**src/rtl/dsbpm_pkg.sv**
```systemverilog
// Shared definitions for the DSBPM front-end blocks.
//   afe_spi_state_t    : receiver FSM encoding (IDLE / SHIFT / LATCH)
//   AFE_SPI_DATA_WIDTH : default payload width of one AFE SPI transfer
package dsbpm_pkg;

    localparam int AFE_SPI_DATA_WIDTH = 24;

    typedef enum logic [1:0] {
        ST_IDLE  = 2'd0,
        ST_SHIFT = 2'd1,
        ST_LATCH = 2'd2
    } afe_spi_state_t;

endpackage

```
**src/rtl/afe_spi_rx_if.sv**
```systemverilog
// Bundle of the AFE SPI pins and the receiver result bus.
//   spiClk/spiSdi/spiLe : serial link from the AFE (asynchronous to sysClk)
//   rxData/rxValid      : last good frame and its one-cycle update strobe
//   lengthError         : one-cycle strobe for a frame with a wrong bit count
//   frameCount          : good frames, wrapping
//   errorCount          : bad-length frames, saturating
//   busy                : receiver is shifting a frame
// Modports: master = AFE side / consumer, slave = receiver.
interface afe_spi_rx_if
    import dsbpm_pkg::*;
#(
    parameter int DATA_WIDTH  = AFE_SPI_DATA_WIDTH,
    parameter int COUNT_WIDTH = 16
);
    logic                   spiClk;
    logic                   spiSdi;
    logic                   spiLe;
    logic [DATA_WIDTH-1:0]  rxData;
    logic                   rxValid;
    logic                   lengthError;
    logic [COUNT_WIDTH-1:0] frameCount;
    logic [COUNT_WIDTH-1:0] errorCount;
    logic                   busy;

    modport master (
        output spiClk, spiSdi, spiLe,
        input  rxData, rxValid, lengthError, frameCount, errorCount, busy
    );

    modport slave (
        input  spiClk, spiSdi, spiLe,
        output rxData, rxValid, lengthError, frameCount, errorCount, busy
    );
endinterface

```
**src/rtl/spi_input_sync.sv**
```systemverilog
// Multi-flop synchronizer for one asynchronous SPI pin.
//   clk/rst : sysClk domain clock and asynchronous active-high reset
//   d       : asynchronous input pin
//   q       : synchronized output (STAGES flops deep)
// RESET_VAL sets the value the whole chain presets to, so an idle-high
// line (latch enable) does not show a spurious edge out of reset.
module spi_input_sync #(
    parameter int   STAGES    = 2,
    parameter logic RESET_VAL = 1'b0
) (
    input  logic clk,
    input  logic rst,
    input  logic d,
    output logic q
);
    logic [STAGES-1:0] chain_r;

    // Shift the pin through the synchronizer chain.
    always_ff @(posedge clk or posedge rst) begin
        if (rst) begin
            chain_r <= {STAGES{RESET_VAL}};
        end else begin
            chain_r <= {chain_r[STAGES-2:0], d};
        end
    end

    assign q = chain_r[STAGES-1];
endmodule

```
**src/rtl/afe_spi_rx.sv**
```systemverilog
// AFE SPI frame receiver, oversampled in the sysClk domain.
//   sysClk   : sole clock
//   sysReset : asynchronous active-high reset
//   spi      : afe_spi_rx_if slave (SPI pins in, frame results out)
// Pins are synchronized, edge-detected, and a three-state FSM shifts
// bits MSB-first while spiLe is low, then checks the bit count when
// spiLe rises. All result outputs are registered.
module afe_spi_rx
    import dsbpm_pkg::*;
#(
    parameter int DATA_WIDTH  = AFE_SPI_DATA_WIDTH,
    parameter int SYNC_STAGES = 2,
    parameter int COUNT_WIDTH = 16
) (
    input  logic        sysClk,
    input  logic        sysReset,
    afe_spi_rx_if.slave spi
);
    localparam int                     BIT_CNT_W    = $clog2(DATA_WIDTH + 2);
    localparam logic [BIT_CNT_W-1:0]   BIT_CNT_ONE  = BIT_CNT_W'(1);
    localparam logic [BIT_CNT_W-1:0]   BIT_CNT_FULL = BIT_CNT_W'(DATA_WIDTH);
    localparam logic [BIT_CNT_W-1:0]   BIT_CNT_SAT  = BIT_CNT_W'(DATA_WIDTH + 1);
    localparam logic [COUNT_WIDTH-1:0] COUNT_ONE    = COUNT_WIDTH'(1);
    localparam logic [COUNT_WIDTH-1:0] COUNT_MAX    = {COUNT_WIDTH{1'b1}};
    localparam logic [2:0]             WARM_DONE    = 3'(SYNC_STAGES);

    logic clk_sync_s, sdi_sync_s, le_sync_s;
    logic clk_prev_r, sdi_prev_r, le_prev_r;
    logic clk_rise_s, le_rise_s, le_fall_s;
    logic [2:0] warm_cnt_r;
    logic       warm_done_s;
    logic       armed_r;

    afe_spi_state_t state_r, state_next_s;
    logic shift_en_s, cnt_clr_s, latch_s, frame_ok_s;
    logic fall_pend_r, fall_pend_next_s;

    logic [BIT_CNT_W-1:0]   bit_cnt_r;
    logic [DATA_WIDTH-1:0]  shift_r;
    logic [DATA_WIDTH-1:0]  rx_data_r;
    logic                   rx_valid_r;
    logic                   length_error_r;
    logic [COUNT_WIDTH-1:0] frame_cnt_r;
    logic [COUNT_WIDTH-1:0] error_cnt_r;
    logic                   busy_r;

    spi_input_sync #(.STAGES(SYNC_STAGES), .RESET_VAL(1'b0)) u_sync_clk (
        .clk(sysClk), .rst(sysReset), .d(spi.spiClk), .q(clk_sync_s)
    );
    spi_input_sync #(.STAGES(SYNC_STAGES), .RESET_VAL(1'b0)) u_sync_sdi (
        .clk(sysClk), .rst(sysReset), .d(spi.spiSdi), .q(sdi_sync_s)
    );
    spi_input_sync #(.STAGES(SYNC_STAGES), .RESET_VAL(1'b1)) u_sync_le (
        .clk(sysClk), .rst(sysReset), .d(spi.spiLe), .q(le_sync_s)
    );

    // Edge-detect registers, one per synchronized pin.
    always_ff @(posedge sysClk or posedge sysReset) begin
        if (sysReset) begin
            clk_prev_r <= 1'b0;
            sdi_prev_r <= 1'b0;
            le_prev_r  <= 1'b1;
        end else begin
            clk_prev_r <= clk_sync_s;
            sdi_prev_r <= sdi_sync_s;
            le_prev_r  <= le_sync_s;
        end
    end

    assign clk_rise_s  = clk_sync_s & ~clk_prev_r;
    assign le_rise_s   = le_sync_s & ~le_prev_r;
    assign le_fall_s   = ~le_sync_s & le_prev_r;
    assign warm_done_s = (warm_cnt_r == WARM_DONE);

    // The spiLe chain presets high, so a pin held low through reset would
    // look like a falling edge. Frames may only start once a genuinely
    // sampled high level has been seen on spiLe.
    always_ff @(posedge sysClk or posedge sysReset) begin
        if (sysReset) begin
            warm_cnt_r <= 3'd0;
            armed_r    <= 1'b0;
        end else begin
            if (!warm_done_s) begin
                warm_cnt_r <= warm_cnt_r + 3'd1;
            end else begin
                warm_cnt_r <= warm_cnt_r;
            end
            armed_r <= armed_r | (warm_done_s & le_sync_s);
        end
    end

    // FSM state register and the remembered LATCH-cycle falling edge.
    always_ff @(posedge sysClk or posedge sysReset) begin
        if (sysReset) begin
            state_r     <= ST_IDLE;
            fall_pend_r <= 1'b0;
        end else begin
            state_r     <= state_next_s;
            fall_pend_r <= fall_pend_next_s;
        end
    end

    // FSM next-state and control decode.
    always_comb begin
        state_next_s     = state_r;
        shift_en_s       = 1'b0;
        cnt_clr_s        = 1'b0;
        latch_s          = 1'b0;
        fall_pend_next_s = 1'b0;
        case (state_r)
            ST_IDLE: begin
                if ((le_fall_s && armed_r) || fall_pend_r) begin
                    state_next_s = ST_SHIFT;
                    cnt_clr_s    = 1'b1;
                end else begin
                    state_next_s = ST_IDLE;
                end
            end
            ST_SHIFT: begin
                // A bit arriving with the latch edge is still taken.
                shift_en_s = clk_rise_s;
                if (le_rise_s) begin
                    state_next_s = ST_LATCH;
                end else begin
                    state_next_s = ST_SHIFT;
                end
            end
            ST_LATCH: begin
                latch_s          = 1'b1;
                fall_pend_next_s = le_fall_s;
                state_next_s     = ST_IDLE;
            end
            default: begin
                state_next_s = ST_IDLE;
            end
        endcase
    end

    assign frame_ok_s = (bit_cnt_r == BIT_CNT_FULL);

    // Bit counter (saturates one past a full frame) and shift register.
    always_ff @(posedge sysClk or posedge sysReset) begin
        if (sysReset) begin
            bit_cnt_r <= '0;
            shift_r   <= '0;
        end else begin
            if (cnt_clr_s) begin
                bit_cnt_r <= '0;
            end else if (shift_en_s && (bit_cnt_r != BIT_CNT_SAT)) begin
                bit_cnt_r <= bit_cnt_r + BIT_CNT_ONE;
            end else begin
                bit_cnt_r <= bit_cnt_r;
            end
            if (shift_en_s) begin
                shift_r <= {shift_r[DATA_WIDTH-2:0], sdi_prev_r};
            end else begin
                shift_r <= shift_r;
            end
        end
    end

    // Frame result registers, strobes and statistics counters.
    always_ff @(posedge sysClk or posedge sysReset) begin
        if (sysReset) begin
            rx_data_r      <= '0;
            rx_valid_r     <= 1'b0;
            length_error_r <= 1'b0;
            frame_cnt_r    <= '0;
            error_cnt_r    <= '0;
            busy_r         <= 1'b0;
        end else begin
            rx_valid_r     <= latch_s & frame_ok_s;
            length_error_r <= latch_s & ~frame_ok_s;
            busy_r         <= (state_next_s == ST_SHIFT);
            if (latch_s && frame_ok_s) begin
                rx_data_r   <= shift_r;
                frame_cnt_r <= frame_cnt_r + COUNT_ONE;
            end else begin
                rx_data_r   <= rx_data_r;
                frame_cnt_r <= frame_cnt_r;
            end
            if (latch_s && !frame_ok_s && (error_cnt_r != COUNT_MAX)) begin
                error_cnt_r <= error_cnt_r + COUNT_ONE;
            end else begin
                error_cnt_r <= error_cnt_r;
            end
        end
    end

    assign spi.rxData      = rx_data_r;
    assign spi.rxValid     = rx_valid_r;
    assign spi.lengthError = length_error_r;
    assign spi.frameCount  = frame_cnt_r;
    assign spi.errorCount  = error_cnt_r;
    assign spi.busy        = busy_r;
endmodule

```
**src/flat_wrapper.sv**
```systemverilog
// flat-port wrapper written by rule: the top's interface ports become plain ports
module afe_spi_rx_flat import dsbpm_pkg::*;
#(
    parameter int DATA_WIDTH  = AFE_SPI_DATA_WIDTH,
    parameter int SYNC_STAGES = 2,
    parameter int COUNT_WIDTH = 16
)
  (sysClk, sysReset, spi_spiClk, spi_spiSdi, spi_spiLe, spi_rxData, spi_rxValid, spi_lengthError, spi_frameCount, spi_errorCount, spi_busy);
  afe_spi_rx_if #(.DATA_WIDTH(DATA_WIDTH), .COUNT_WIDTH(COUNT_WIDTH)) spi_i ();
  input  logic sysClk;
  input  logic sysReset;
  input wire logic [$bits(spi_i.spiClk)-1:0] spi_spiClk;
  input wire logic [$bits(spi_i.spiSdi)-1:0] spi_spiSdi;
  input wire logic [$bits(spi_i.spiLe)-1:0] spi_spiLe;
  output wire logic [$bits(spi_i.rxData)-1:0] spi_rxData;
  output wire logic [$bits(spi_i.rxValid)-1:0] spi_rxValid;
  output wire logic [$bits(spi_i.lengthError)-1:0] spi_lengthError;
  output wire logic [$bits(spi_i.frameCount)-1:0] spi_frameCount;
  output wire logic [$bits(spi_i.errorCount)-1:0] spi_errorCount;
  output wire logic [$bits(spi_i.busy)-1:0] spi_busy;
  assign spi_i.spiClk = spi_spiClk;
  assign spi_i.spiSdi = spi_spiSdi;
  assign spi_i.spiLe = spi_spiLe;
  assign spi_rxData = spi_i.rxData;
  assign spi_rxValid = spi_i.rxValid;
  assign spi_lengthError = spi_i.lengthError;
  assign spi_frameCount = spi_i.frameCount;
  assign spi_errorCount = spi_i.errorCount;
  assign spi_busy = spi_i.busy;
  afe_spi_rx #(.DATA_WIDTH(DATA_WIDTH), .SYNC_STAGES(SYNC_STAGES), .COUNT_WIDTH(COUNT_WIDTH)) u_core (.sysClk(sysClk), .sysReset(sysReset), .spi(spi_i));
endmodule
```
**config.mk**
```make
export PLATFORM = sky130hd
export DESIGN_NAME = afe_spi_rx_flat
export DESIGN_NICKNAME = d
export VERILOG_FILES = /design/src/rtl/dsbpm_pkg.sv /design/src/rtl/afe_spi_rx_if.sv /design/src/rtl/spi_input_sync.sv /design/src/rtl/afe_spi_rx.sv /design/src/flat_wrapper.sv
export SDC_FILE = /design/constraint.sdc
export NUM_CORES = 1
export LEC_CHECK = 0
export ABC_AREA = 1
export BUFFER_PORTS_ARGS = -buffer_cell sky130_fd_sc_hd__buf_2
export CORE_UTILIZATION = 44
export DETAILED_ROUTE_END_ITERATION = 12
export GPL_ROUTABILITY_DRIVEN = 0
export HOLD_SLACK_MARGIN = 0.05
export PLACE_DENSITY_LB_ADDON = 0.3
export SLEW_MARGIN = 20
export SYNTH_ARGS = -nofsm -noshare
export SYNTH_HDL_FRONTEND = slang
export SYNTH_SLANG_ARGS = --single-unit
```
**constraint.sdc**
```tcl
create_clock -name sysClk -period 3.1 [get_ports sysClk]
set_clock_uncertainty 0.1 [all_clocks]
set_input_delay 0.31 -clock sysClk [delete_from_list [all_inputs] [get_ports sysClk]]
set_output_delay 0.31 -clock sysClk [all_outputs]
set_load 0.03 [all_outputs]
```
# Word level (Yosys, flattened, before mapping)
# Cells that the tools add are included.
[word_totals]
in_bits = 5
word_cells = 59
reg_bits = 104
[classes]
n_bitwise = 11
addsub = 4
n_mux = 10
n_reduce_logical = 9
n_eq_ne = 7
[op_table]
columns = ["operator", "n"]
rows = [
  ["$add 16x1->16 const B", 2],
  ["$ne 16x16->1 const B", 1],
  ["$mux 5", 2],
  ["$and 1x1->1", 6],
  ["$mux 1", 6],
  ["$add 5x1->5 const B", 1],
  ["$eq 5x5->1 const B", 1],
  ["$logic_and 1x1->1", 5],
  ["$ne 5x5->1 const B", 1],
  ["$eq 2x1->1 const B", 2],
  ["$not 1->1", 4],
  ["$pmux 2 s2", 1],
  ["$add 3x1->3 const B", 1],
  ["$eq 3x2->1 const B", 1],
  ["$eq 2x2->1 const B", 1],
  ["$logic_not 2->1", 1],
  ["$mux 2", 1],
  ["$reduce_bool 2->1", 1],
  ["$logic_not 1->1", 1],
  ["$logic_or 1x1->1", 1],
  ["$or 1x1->1", 1],
]

# Logic depth before layout (Yosys ltp)
[logic_depth]
word_depth = 7
depth_mapped = 9

# Modules after synthesis
# A second synthesis with hierarchy kept.
[hier_totals]
cells_unflattened = 527
hier_area_um2 = 4609.4
[modules_own_cells]
columns = ["mod", "seq_area_each_um2", "cells_each", "instances", "area_per_inst_um2"]
rows = [
  ["afe_spi_rx", 2453.6, 518, 1, 4445.5],
  ["spi_input_sync at u_core.u_sync_clk ...", 50.0, 3, 2, 53.8],
  ["spi_input_sync at u_core.u_sync_le", 52.6, 3, 1, 56.3],
]

# Least setup slack after synthesis
# Ideal clock, no wire load.
[synth_path]
path_kind = "flip-flop to flip-flop"
from = "register u_core.error_cnt_r[0], in the netlist u_core.spi.errorCount[0]"
to = "register u_core.error_cnt_r[13], in the netlist u_core.spi.errorCount[13]"
required_time_ns = 2.883
t_arrival_ns = 1.546
path_slack_ns = 1.337
n_path_buf = 1
setup_ns = 0.117
stages_incl_launch_ff = 10
cell_sequence = "dfrtp_1 ha_1 nand3_2 inv_2 nand2_4 nor2_4 nor2_4 buf_6 nand2_1 nand2_1"
[synth_via]
elab_chain_cells = 2
elab_cells_between_ends = 3
[synth_rtl]
columns = ["element", "line_no", "source"]
rows = [
  ["start: declaration", "afe_spi_rx.sv:44", "logic [COUNT_WIDTH-1:0] error_cnt_r;"],
  ["start signal: assignment", "afe_spi_rx.sv:183", "error_cnt_r <= error_cnt_r + COUNT_ONE;"],
  ["start signal: assignment", "afe_spi_rx.sv:185", "error_cnt_r <= error_cnt_r;"],
  ["branches (longest 2 deep; another with $add 16x1->16)", "-", ""],
]
# Parallel ways; which one is timed is not known.
# A chain may end at the register's enable or synchronous reset.

# Worst setup path in the final report
[layout_path]
from = "register u_core.bit_cnt_r[0]"
to = "register u_core.rx_data_r[18], in the netlist u_core.spi.rxData[18]"
[layout_via]
elab_chain_cells = 2
[layout_rtl]
columns = ["element", "line_no", "source"]
rows = [
  ["start: declaration", "afe_spi_rx.sv:38", "logic [BIT_CNT_W-1:0] bit_cnt_r;"],
  ["start signal: assignment", "afe_spi_rx.sv:150", "bit_cnt_r <= bit_cnt_r + BIT_CNT_ONE;"],
  ["start signal: assignment", "afe_spi_rx.sv:152", "bit_cnt_r <= bit_cnt_r;"],
  ["$eq 5x5->1", "afe_spi_rx.sv:139", "assign frame_ok_s = (bit_cnt_r == BIT_CNT_FULL);"],
  ["$logic_and 1x1->1", "afe_spi_rx.sv:175", "if (latch_s && frame_ok_s) begin"],
  ["end signal: assignment", "afe_spi_rx.sv:176", "rx_data_r <= shift_r;"],
  ["end signal: assignment", "afe_spi_rx.sv:179", "rx_data_r <= rx_data_r;"],
  ["end: declaration", "afe_spi_rx.sv:40", "logic [DATA_WIDTH-1:0] rx_data_r;"],
]
# No other way between the ends.

==> impl_metrics.tcl <==
set metrics [dict create \
    yosysUniqueCellTypes 28 \
    initial_core_util_pct 45.10 \
    seq_area_um2 2606 \
    grt_pass1_vias 3230 \
    nFillCells 950 \
    most-common-layout-cells "nand2_1, dfrtp_1, buf_2" \
    slew_violations 0 \
    fin_area_um2 5303 \
    ant_nets 0 \
    fmax_mhz 442.2 \
    r2r_start "u_core.bit_cnt_r[0]$_DFFE_PP0P_" \
    rsz0062_at_grt "no" \
    synth-warning-count 0 \
    hold_end "u_core.sdi_prev_r$_DFF_PP0_" \
    holdPathStages 0 \
    power_density_nw_per_um2 508.4 \
    slowest_stage "nand4_2" \
    grt_max_degree 49 \
    critPathKind "reg2reg" \
    synth_top_area_cell "dfrtp_1" \
    hpwl_um 5794 \
    end_kind "flop" \
    synth_top_area_share_pct 54.77 \
    dp.cells 704 \
    yosys-top-cells-area "dfrtp_1, nand2_1, o21ai_0, inv_1, nor2_1" \
    clock_path_buffers 2 \
    routed-via-count 3468 \
    tritoncts "yes" \
    track_usage_pct 16.32 \
    clk_pin_slew_ns 0.11 \
    status "finished clean" \
    multi_input_area_um2 1682 \
    grt_first_pass_wirelength_um 14510 \
    grt.overflow.total 0 \
    pin_count 64 \
    avgSynthCellArea_um2 8.977 \
    htree_num_levels 3 \
    syn_nets 526 \
    layout.cells.non_filler 724 \
    period_needed_ns 2.261 \
    comb_power_share_pct 12.2 \
    placed_area_um2 5064 \
    pwr-share-clk_pct 30.9 \
    drc_errors 0 \
    final_common_cell "nand2_1" \
    swShare_pct 30.61 \
    numCtsBuffers 9 \
    p_int_w 0.001870 \
    timing.rr.end "u_core.spi.rxData[18]$_DFFE_PP0P_" \
    via_per_inst 4.790 \
    area_delta_synth_final_pct 14.91 \
    coreArea_um2 10230 \
    cts_sinks 104 \
    fin_tns_setup_ns 0 \
    hold_path_class "reg2reg" \
    setup_viol 0 \
    routed_wl_um 8449 \
    drive_gt1_share_pct 19.05 \
    synth_seq_cells 104 \
    portBuffers 63 \
    diodes 0 \
    max_stage_delay_ns 0.72 \
    fin_crit_sh_pct 72.95 \
    synth_area_um2 4614 \
    tightest_slew_ns 0.9094 \
    p_leak_nw 2.601 \
    drtIter0Drc 153 \
    relSlewSlack_pct 39.23 \
    wire_per_inst_um 11.67 \
    ir_drop_uv 333.1 \
    cp_max_fo 38 \
    rr_worst_depth 6 \
    drt_pass1_iterations 4 \
    die_w_um 104.4 \
    ctsResizeCount 0 \
    die-area_um2 10900 \
    hold_start "u_core.u_sync_sdi.chain_r[1]$_DFF_PP0_" \
    clock_latency_ns 0.37 \
    cts_root_buf "clkbuf_8" \
    cts_setup_buffers 0 \
    ys_seq_area_share_pct 56.48 \
    cp_data_required_time_ns 3.26 \
    nets 595 \
    start_kind "flop" \
    rows 37 \
    switching_power_w 0.0008252 \
    drv_cap 0 \
    crit_arrival_ns 2.42 \
    die_h_um 104.4 \
    pwr-share-seq_pct 56.8 \
    hold_violations 0 \
    rrSetupSlack_ns 0.84 \
    synth_cells 514 \
    path_cells "inv_1, ha_1, nand4_2, buf_4, nand2_1, o21ai_1" \
    antenna_found_initial 0 \
]
==> logic make-up after synthesis <==
logic type | share of synthesized area (%)
AOI/OAI and AO/OA | 8.270
xor gates and xnor gates | 3.417
adders and majority gates | 1.898
buffers and inverters | 7.186
DFF | 56.48
and+or+nand+nor | 22.75
==> synth_stat cells, drive strengths merged <==
| cell type | n |
|---|---|
| nor2 | 39 |
| dfstp | 3 |
| xnor2 | 9 |
| nand2 | 153 |
| buf | 9 |
| inv | 63 |
| nand4 | 15 |
| dfrtp | 101 |
| nand3b | 4 |
| xor2 | 9 |
| a21oi | 1 |
| clkbuf | 5 |
| nand3 | 23 |
| ha | 7 |
| o21ai | 70 |
| nor3 | 3 |
==> state kept, by name, summed over array words and instances, names as in the netlist, 2 cells and up <==
| register | flops |
|---|---|
| u_core.u_sync_sdi.chain_r | 2 |
| u_core.warm_cnt_r | 3 |
| u_core.u_sync_le.chain_r | 2 |
| u_core.shift_r | 24 |
| u_core.spi.errorCount | 16 |
| u_core.bit_cnt_r | 5 |
| u_core.state_r | 2 |
| u_core.spi.rxData | 24 |
| u_core.spi.frameCount | 16 |
| u_core.u_sync_clk.chain_r | 2 |
==> per-stage QoR <==
stage	power, W	setup WS (ns)	hold WS [ns]	utilization [%]
final	0.002696	0.8387	0.2587	51.83
after detailed placement	0.001886	0.8511	0.2347	49.49
after global placement	0.001872	0.9034	0.2371	49.49
after CTS	0.002722	0.8451	0.2598	51.83
after global routing	0.002824	0.7135	0.2759	51.83
after floorplan	0.001797	1.337	0.2145	-
==> area by class of cell <==
type | instances | area share (%)
sequential | 104 | 49.15
clock inverter | 7 | 1.416
inverter | 63 | 4.530
tap | 136 | 3.209
timing repair buffer | 72 | 7.645
multi-input combinational | 333 | 31.71
clock buffer | 9 | 2.336
==> metal layers <==
metal,share of wire (%),up-vias,track usage [%]
li1,-,1766,-
met1,49,1648,21.43
met2,47,48,26.73
met3,2.8,6,3.070
met4,1.3,0,6.327
met5,0,-,0
==> how the worst max path moves through the flow <==
stage | start | endpoint | cells after the start
2_1_floorplan | u_core.spi.errorCount[0]$_DFFE_PP0P_ | u_core.spi.errorCount[13]$_DFFE_PP0P_ | 9
3_3_place_gp | u_core.bit_cnt_r[0]$_DFFE_PP0P_ | u_core.spi.rxData[15]$_DFFE_PP0P_ | 6
3_5_place_dp | u_core.bit_cnt_r[0]$_DFFE_PP0P_ | u_core.spi.rxData[16]$_DFFE_PP0P_ | 6
4_1_cts | u_core.bit_cnt_r[0]$_DFFE_PP0P_ | u_core.spi.rxData[16]$_DFFE_PP0P_ | 6
5_1_grt | u_core.bit_cnt_r[0]$_DFFE_PP0P_ | u_core.spi.rxData[18]$_DFFE_PP0P_ | 6
6_report | u_core.bit_cnt_r[0]$_DFFE_PP0P_ | u_core.spi.rxData[18]$_DFFE_PP0P_ | 6
==> critical path, delay by kind of cell, from the launching register on <==
kind                     cells  cell delay, ns
AO/OA/AOI/OAI                1            0.06
flip-flops                   1            0.43
adder cells (fa/ha/maj)      1            0.20
AND/OR/NAND/NOR              2            0.79
buffers and inverters        2            0.58
==> power groups by stage <==
stage	sequential [W]	clock, W	combinational [W]
floorplan	0.00159	0	0.000206
detailed placement	0.00156	0	0.000329
global route	0.00154	0.000899	0.000380
finish	0.00153	0.000834	0.000330
global placement	0.00155	0	0.000321
CTS	0.00153	0.000856	0.000336
==> repair_timing <==
action | 4_1_cts | 5_1_grt
setup endpoints to repair | 0 | 0
hold buffers | 4 | 0
hold endpoints to repair | 35 | 0
No activity file was read; power rests on OpenSTA's default activity.
